==> src/rtl/aci_pkg.sv <==
// aci_pkg: shared states, default half-periods and timer sizing for the ACI tape player
package aci_pkg;

    typedef enum logic [2:0] {IDLE, LEADER, SYNC, LOAD, BITS} state_t;

    localparam int unsigned DEF_HALF_LEADER   = 8949;
    localparam int unsigned DEF_HALF_SYNC     = 2864;
    localparam int unsigned DEF_HALF_ONE      = 7159;
    localparam int unsigned DEF_HALF_ZERO     = 3580;
    localparam int unsigned DEF_LEADER_CYCLES = 2048;

    // Narrowest counter that can hold the longest half-period minus one
    function automatic int unsigned timer_width(input int unsigned a, input int unsigned b,
                                                input int unsigned c, input int unsigned d);
        int unsigned m;
        m = (a > b) ? a : b;
        m = (m > c) ? m : c;
        m = (m > d) ? m : d;
        return (m < 2) ? 1 : $clog2(m);
    endfunction

endpackage

==> src/rtl/aci_half_timer.sv <==
// aci_half_timer: down-counter that measures one half-period of the tape waveform
module aci_half_timer #(
    parameter int unsigned W = 14
) (
    input  logic         clk_i,
    input  logic         reset_i,
    input  logic         load_i,
    input  logic [W-1:0] period_i,
    output logic         expire_o
);

    logic [W-1:0] cnt_q;

    // period_i carries the half-period minus one, so a load followed by the
    // countdown to zero spans exactly one half-period
    always_ff @(posedge clk_i) begin
        if (reset_i) cnt_q <= '0;
        else if (load_i) cnt_q <= period_i;
        else if (cnt_q != '0) cnt_q <= cnt_q - 1'b1;
    end

    assign expire_o = cnt_q == '0;

endmodule

==> src/rtl/aci_tape_player.sv <==
// aci_tape_player: plays a byte stream as an Apple-1 ACI cassette waveform
module aci_tape_player
    import aci_pkg::*;
#(
    parameter int unsigned HALF_LEADER   = DEF_HALF_LEADER,
    parameter int unsigned HALF_SYNC     = DEF_HALF_SYNC,
    parameter int unsigned HALF_ONE      = DEF_HALF_ONE,
    parameter int unsigned HALF_ZERO     = DEF_HALF_ZERO,
    parameter int unsigned LEADER_CYCLES = DEF_LEADER_CYCLES
) (
    input  logic        clk_i,
    input  logic        reset_i,
    input  logic        start_i,
    input  logic        abort_i,
    input  logic [7:0]  in_data_i,
    input  logic        in_valid_i,
    input  logic        in_last_i,
    output logic        in_ready_o,
    output logic        tape_bit_o,
    output logic        busy_o,
    output logic        underrun_o,
    output logic [15:0] byte_count_o
);

    localparam int unsigned TW = timer_width(HALF_LEADER, HALF_SYNC, HALF_ONE, HALF_ZERO);
    localparam logic [TW-1:0] P_LEADER = TW'(HALF_LEADER - 1);
    localparam logic [TW-1:0] P_SYNC   = TW'(HALF_SYNC - 1);
    localparam logic [TW-1:0] P_ONE    = TW'(HALF_ONE - 1);
    localparam logic [TW-1:0] P_ZERO   = TW'(HALF_ZERO - 1);

    state_t        state_q;
    logic          tape_q;
    logic          last_q;
    logic          underrun_q;
    logic [15:0]   lead_q;
    logic [15:0]   count_q;
    logic [7:0]    data_q;
    logic [2:0]    idx_q;
    logic          expire;
    logic          tmr_load;
    logic          last_lead;
    logic [TW-1:0] tmr_period;

    assign last_lead = lead_q == 16'(LEADER_CYCLES - 1);

    // Reload the timer on every edge the FSM takes; in BITS the high half uses
    // the current bit and the low half already looks ahead to the next one
    always_comb begin
        tmr_load   = (state_q == IDLE) ? start_i :
                     (state_q == LOAD) ? in_valid_i : expire;
        tmr_period = (state_q == LOAD) ? (in_data_i[7] ? P_ONE : P_ZERO) :
                     (state_q == BITS) ? ((tape_q ? data_q[7] : data_q[6]) ? P_ONE : P_ZERO) :
                     (state_q == SYNC || (state_q == LEADER && !tape_q && last_lead)) ? P_SYNC :
                     P_LEADER;
    end

    aci_half_timer #(.W(TW)) u_timer (
        .clk_i    (clk_i),
        .reset_i  (reset_i),
        .load_i   (tmr_load),
        .period_i (tmr_period),
        .expire_o (expire)
    );

    // Playback sequencer: leader, sync, then one byte at a time MSB first
    always_ff @(posedge clk_i) begin
        if (reset_i) begin
            state_q    <= IDLE;
            tape_q     <= 1'b0;
            last_q     <= 1'b0;
            underrun_q <= 1'b0;
            lead_q     <= '0;
            count_q    <= '0;
            data_q     <= '0;
            idx_q      <= '0;
        end else if (abort_i) begin
            state_q <= IDLE;
            tape_q  <= 1'b0;
        end else begin
            case (state_q)
                IDLE: if (start_i) begin
                    state_q    <= LEADER;
                    tape_q     <= 1'b1;
                    lead_q     <= '0;
                    underrun_q <= 1'b0;
                    count_q    <= '0;
                end
                LEADER: if (expire) begin
                    if (tape_q) tape_q <= 1'b0;
                    else begin
                        tape_q <= 1'b1;
                        if (last_lead) state_q <= SYNC;
                        else lead_q <= lead_q + 16'd1;
                    end
                end
                SYNC: if (expire) begin
                    if (tape_q) tape_q <= 1'b0;
                    else state_q <= LOAD;
                end
                LOAD: if (in_valid_i) begin
                    data_q  <= in_data_i;
                    last_q  <= in_last_i;
                    count_q <= count_q + 16'd1;
                    idx_q   <= 3'd7;
                    tape_q  <= 1'b1;
                    state_q <= BITS;
                end else underrun_q <= 1'b1;
                BITS: if (expire) begin
                    if (tape_q) tape_q <= 1'b0;
                    else if (idx_q == 3'd0) state_q <= last_q ? IDLE : LOAD;
                    else begin
                        idx_q  <= idx_q - 3'd1;
                        data_q <= data_q << 1;
                        tape_q <= 1'b1;
                    end
                end
                default: begin
                    state_q <= IDLE;
                    tape_q  <= 1'b0;
                end
            endcase
        end
    end

    assign in_ready_o   = state_q == LOAD;
    assign busy_o       = state_q != IDLE;
    assign tape_bit_o   = tape_q;
    assign underrun_o   = underrun_q;
    assign byte_count_o = count_q;

endmodule

==> config.mk <==
export PLATFORM = sky130hd
export DESIGN_NAME = aci_tape_player
export DESIGN_NICKNAME = d
export VERILOG_FILES = /design/src/rtl/aci_pkg.sv /design/src/rtl/aci_half_timer.sv /design/src/rtl/aci_tape_player.sv
export SDC_FILE = /design/constraint.sdc
export NUM_CORES = 1
export LEC_CHECK = 0
export BUFFER_PORTS_ARGS = -buffer_cell sky130_fd_sc_hd__buf_2
export CORE_MARGIN = 3
export CORE_UTILIZATION = 30
export DETAILED_ROUTE_END_ITERATION = 8
export SLEW_MARGIN = 20
export SYNTH_ARGS = -nofsm -noshare
export SYNTH_HDL_FRONTEND = slang
export SYNTH_SLANG_ARGS = --single-unit
export TNS_END_PERCENT = 20
==> constraint.sdc <==
create_clock -name clk_i -period 3.4 [get_ports clk_i]
set_input_delay 0.17 -clock clk_i [delete_from_list [all_inputs] [get_ports clk_i]]
set_output_delay 0.17 -clock clk_i [all_outputs]
set_load 0.01 [all_outputs]
==> results.sh <==
export IMPL_hpwl_um=5260
export IMPL_grt_pass1_wl_um=13300
export IMPL_netlist_area_um2=3300
export IMPL_synth_edf_count=0
export IMPL_rsz0062_at_grt="no"
export IMPL_synth_distinct_cells=53
export IMPL_drt_antenna_violating_nets=0
export IMPL_root_buffer="clkbuf_8"
export IMPL_met1Wirelength_um=3580
export IMPL_final_cell_mix="63 x dfxtp_1, 49 x nor2_1, 33 x nand2_1, 33 x buf_2, 24 x xnor2_1"
export IMPL_vias=2803
export IMPL_power_leakage_nw=1.44
export IMPL_p_per_area_nw_per_um2=437
export IMPL_cts_tree="built"
export IMPL_route_detailed_drc=0
export IMPL_cp_data_arrival_time_ps=2540
export IMPL_wirelength_um=7470
export IMPL_regArea_um2=1260
export IMPL_seq_area_frac_synth_pct=38.2
export IMPL_min_path_type="input pin to flip-flop"
export IMPL_drv_slew=0
export IMPL_min_period_ps=2310
export IMPL_p_switching_uw=468
export IMPL_routedWlPerCell_um=13.5
export IMPL_highest_layer="met4"
export IMPL_vdd_drop_max_mv=0.190
export IMPL_path_cells="inv_1 -> ha_1 -> nor3b_2 -> nand4_1 -> or2_1 -> a21oi_1 -> nor2_1 -> a32o_1"
export IMPL_fillCellCount=1081
export IMPL_sw_frac_of_total_pct=28.2
export IMPL_cpMaxStageDelayCell="dfxtp_1"
export IMPL_fmax_mhz=433
export IMPL_postCtsSetupBuffers=0
export IMPL_layout_nets=433
export IMPL_setup_viol=0
export IMPL_cts_hold_buf=0
export IMPL_sequentialPowerShare_pct=47.4
export IMPL_mostFrequentLayoutCell="dfxtp_1"
export IMPL_path_max_fanout=8
export IMPL_holdCritStartpoint="in_data_i[0]"
export IMPL_synthArstFlopShare_pct=0
export IMPL_via_per_inst=5.05
export IMPL_grt_max_degree=30
export IMPL_fin_worst_skew_ps=8.57
export IMPL_hold_viol=0
export IMPL_die_w_um=111
export IMPL_worstPathRequired_ps=3640
export IMPL_syn_avg_cell_area_um2=8.56
export IMPL_syn2layout_area_growth_pct=14.7
export IMPL_fp_dieArea_um2=12300
export IMPL_grt_ovfl_total=0
export IMPL_multi_input_area_um2=1930
export IMPL_r2r_end="data_q[0]"
export IMPL_die_h_um=111
export IMPL_htreeDepth=3
export IMPL_r2r_start="u_timer.cnt_q[0]"
export IMPL_post_route_period_util_pct=67.9
export IMPL_maxCapViolCount=0
export IMPL_numCtsBuffers=9
export IMPL_ff2ff_setup_slack_ps=1090
export IMPL_ys_seq_elements=63
export IMPL_grt_pass1_vias=2827
export IMPL_p_clk_share_pct=40.6
export IMPL_reg2reg_depth=8
export IMPL_cts_buffer_depth=2
export IMPL_antenna_found_initial=0
export IMPL_finalPower_mw=1.66
export IMPL_core_um2=10500
export IMPL_p_int_mw=1.19
export IMPL_start_util_pct=31.4
export IMPL_drive_gt1_share_pct=16.9
export IMPL_setup_worst_path_class="flip-flop to flip-flop"
export IMPL_grt_total_usage_pct=12.9
export IMPL_max_slew_margin_pct=48.5
export IMPL_clk_latency_ps=340
export IMPL_syn_inst=386
export IMPL_max_stage_delay_ps=330
export IMPL_rows=37
export IMPL_holdPathStages=2
export IMPL_synth_warnings=0
export IMPL_status="finished, final reports clean"
export IMPL_io_pins=34
export IMPL_final_util_pct=36.1
export IMPL_portBuffers=33
export IMPL_dr_first_iter_drc_count=126
export IMPL_hold_path_endpoint="data_q[0]"
export IMPL_synth_fp_nets=405
export IMPL_start_kind="flip-flop"
export IMPL_antenna_cells=0
export IMPL_power_frac_comb_pct=11.9
export IMPL_gp_congestion=0.766
export IMPL_tns_ps=0
export IMPL_clkTransAtPathRegs_ps=80
export IMPL_wl_met2_um=3430
export IMPL_ctsResizeCount=0
export IMPL_met3_length_um=323
export IMPL_crit_path_end_kind="flip-flop"
export IMPL_firstDrtPassIters=4
export IMPL_cts_sinks=63
export IMPL_ys_flop_type="dfxtp_1"
export IMPL_worstMarginPinSlew_ps=773
[per-layer routing]
layer	GRT usage [%]	vias up
met3	3.71	10
met4	5.50	0
met2	20.6	48
met1	16.0	1327
met5	0	-
li1	-	1418
[worst max-delay path by stage]
stage | from | endpoint | slack (ps)
after floorplan | u_timer.cnt_q[0] | lead_q[15] | 1440
after global placement | u_timer.cnt_q[0] | data_q[0] | 1210
after detailed placement | u_timer.cnt_q[0] | data_q[0] | 1100
after CTS | u_timer.cnt_q[0] | data_q[0] | 1080
after global routing | state_q[2] | data_q[0] | 900
final | u_timer.cnt_q[0] | data_q[0] | 1090
[sequential cells by signal (all words and copies together) (netlist names)]
| signal | count |
|---|---|
| byte_count_o | 16 |
| state_q | 3 |
| underrun_o | 1 |
| tape_bit_o | 1 |
| last_q | 1 |
| data_q | 8 |
| lead_q | 16 |
| u_timer.cnt_q | 14 |
| idx_q | 3 |
[area by class of cell]
type,instances,share of cell area (%)
inverter,9,0.891
multi-input combinational,294,50.8
clock inverter,7,2.11
tap,136,4.49
clock buffer,9,3.27
timing repair buffer,37,5.15
sequential,63,33.3
[kinds of logic (layout without fill, tap and decap cells)]
family / count (synthesis) / count (layout) / share of synthesized area [%]
DFF: 63 / 63 / 38.2
xor gates and xnor gates: 40 / 40 / 10.6
adders and majority gates: 5 / 5 / 1.89
muxes: 9 / 9 / 2.77
AOI/OAI and AO/OA: 78 / 78 / 17.3
and+or+nand+nor: 162 / 162 / 25.6
buffers and inverters: 29 / 62 / 3.64
[stage by stage]
step	instance area (µm²)	hold slack (ps)	instances	setup WS, ps
2_1_floorplan	3300	306	386	1440
3_3_place_gp	3590	409	539	1210
3_5_place_dp	3590	418	539	1100
4_1_cts	3790	49.7	555	1080
5_1_grt	3790	67.9	555	897
6_report	3790	70.9	555	1090
[worst max-delay path, delay by kind of cell (launching register included)]
kind | cells | cell delay [ps]
simple gates | 4 | 1060
compound gates | 2 | 560
flops | 1 | 330
fa+ha+maj | 1 | 180
buf+inv | 1 | 90
[cells in the mapped netlist, types with 7 or more instances]
| cell | count | area [µm²] |
|---|---|---|
| o2bb2ai_1 | 7 | 61.3 |
| nor3_1 | 7 | 35.0 |
| xnor2_1 | 24 | 210 |
| a21oi_1 | 21 | 105 |
| nor2_1 | 49 | 184 |
| and3_1 | 10 | 62.6 |
| nand4_1 | 11 | 68.8 |
| a22oi_1 | 10 | 75.1 |
| dfxtp_1 | 63 | 1260 |
| o21ai_0 | 8 | 40.0 |
| nand3_1 | 11 | 55.1 |
| xor2_1 | 16 | 140 |
| clkbuf_1 | 13 | 48.8 |
| nand2_1 | 33 | 124 |
| mux2i_1 | 8 | 80.1 |
| inv_1 | 9 | 33.8 |
[power groups by stage]
stage | Sequential (mW) | Combinational [mW] | Clock (mW)
final | 0.786 | 0.198 | 0.673
after global placement | 0.802 | 0.195 | 0
after detailed placement | 0.803 | 0.198 | 0
after global routing | 0.791 | 0.225 | 0.731
after floorplan | 0.798 | 0.153 | 0
after CTS | 0.786 | 0.200 | 0.700
(Power assumes the default switching activity.)
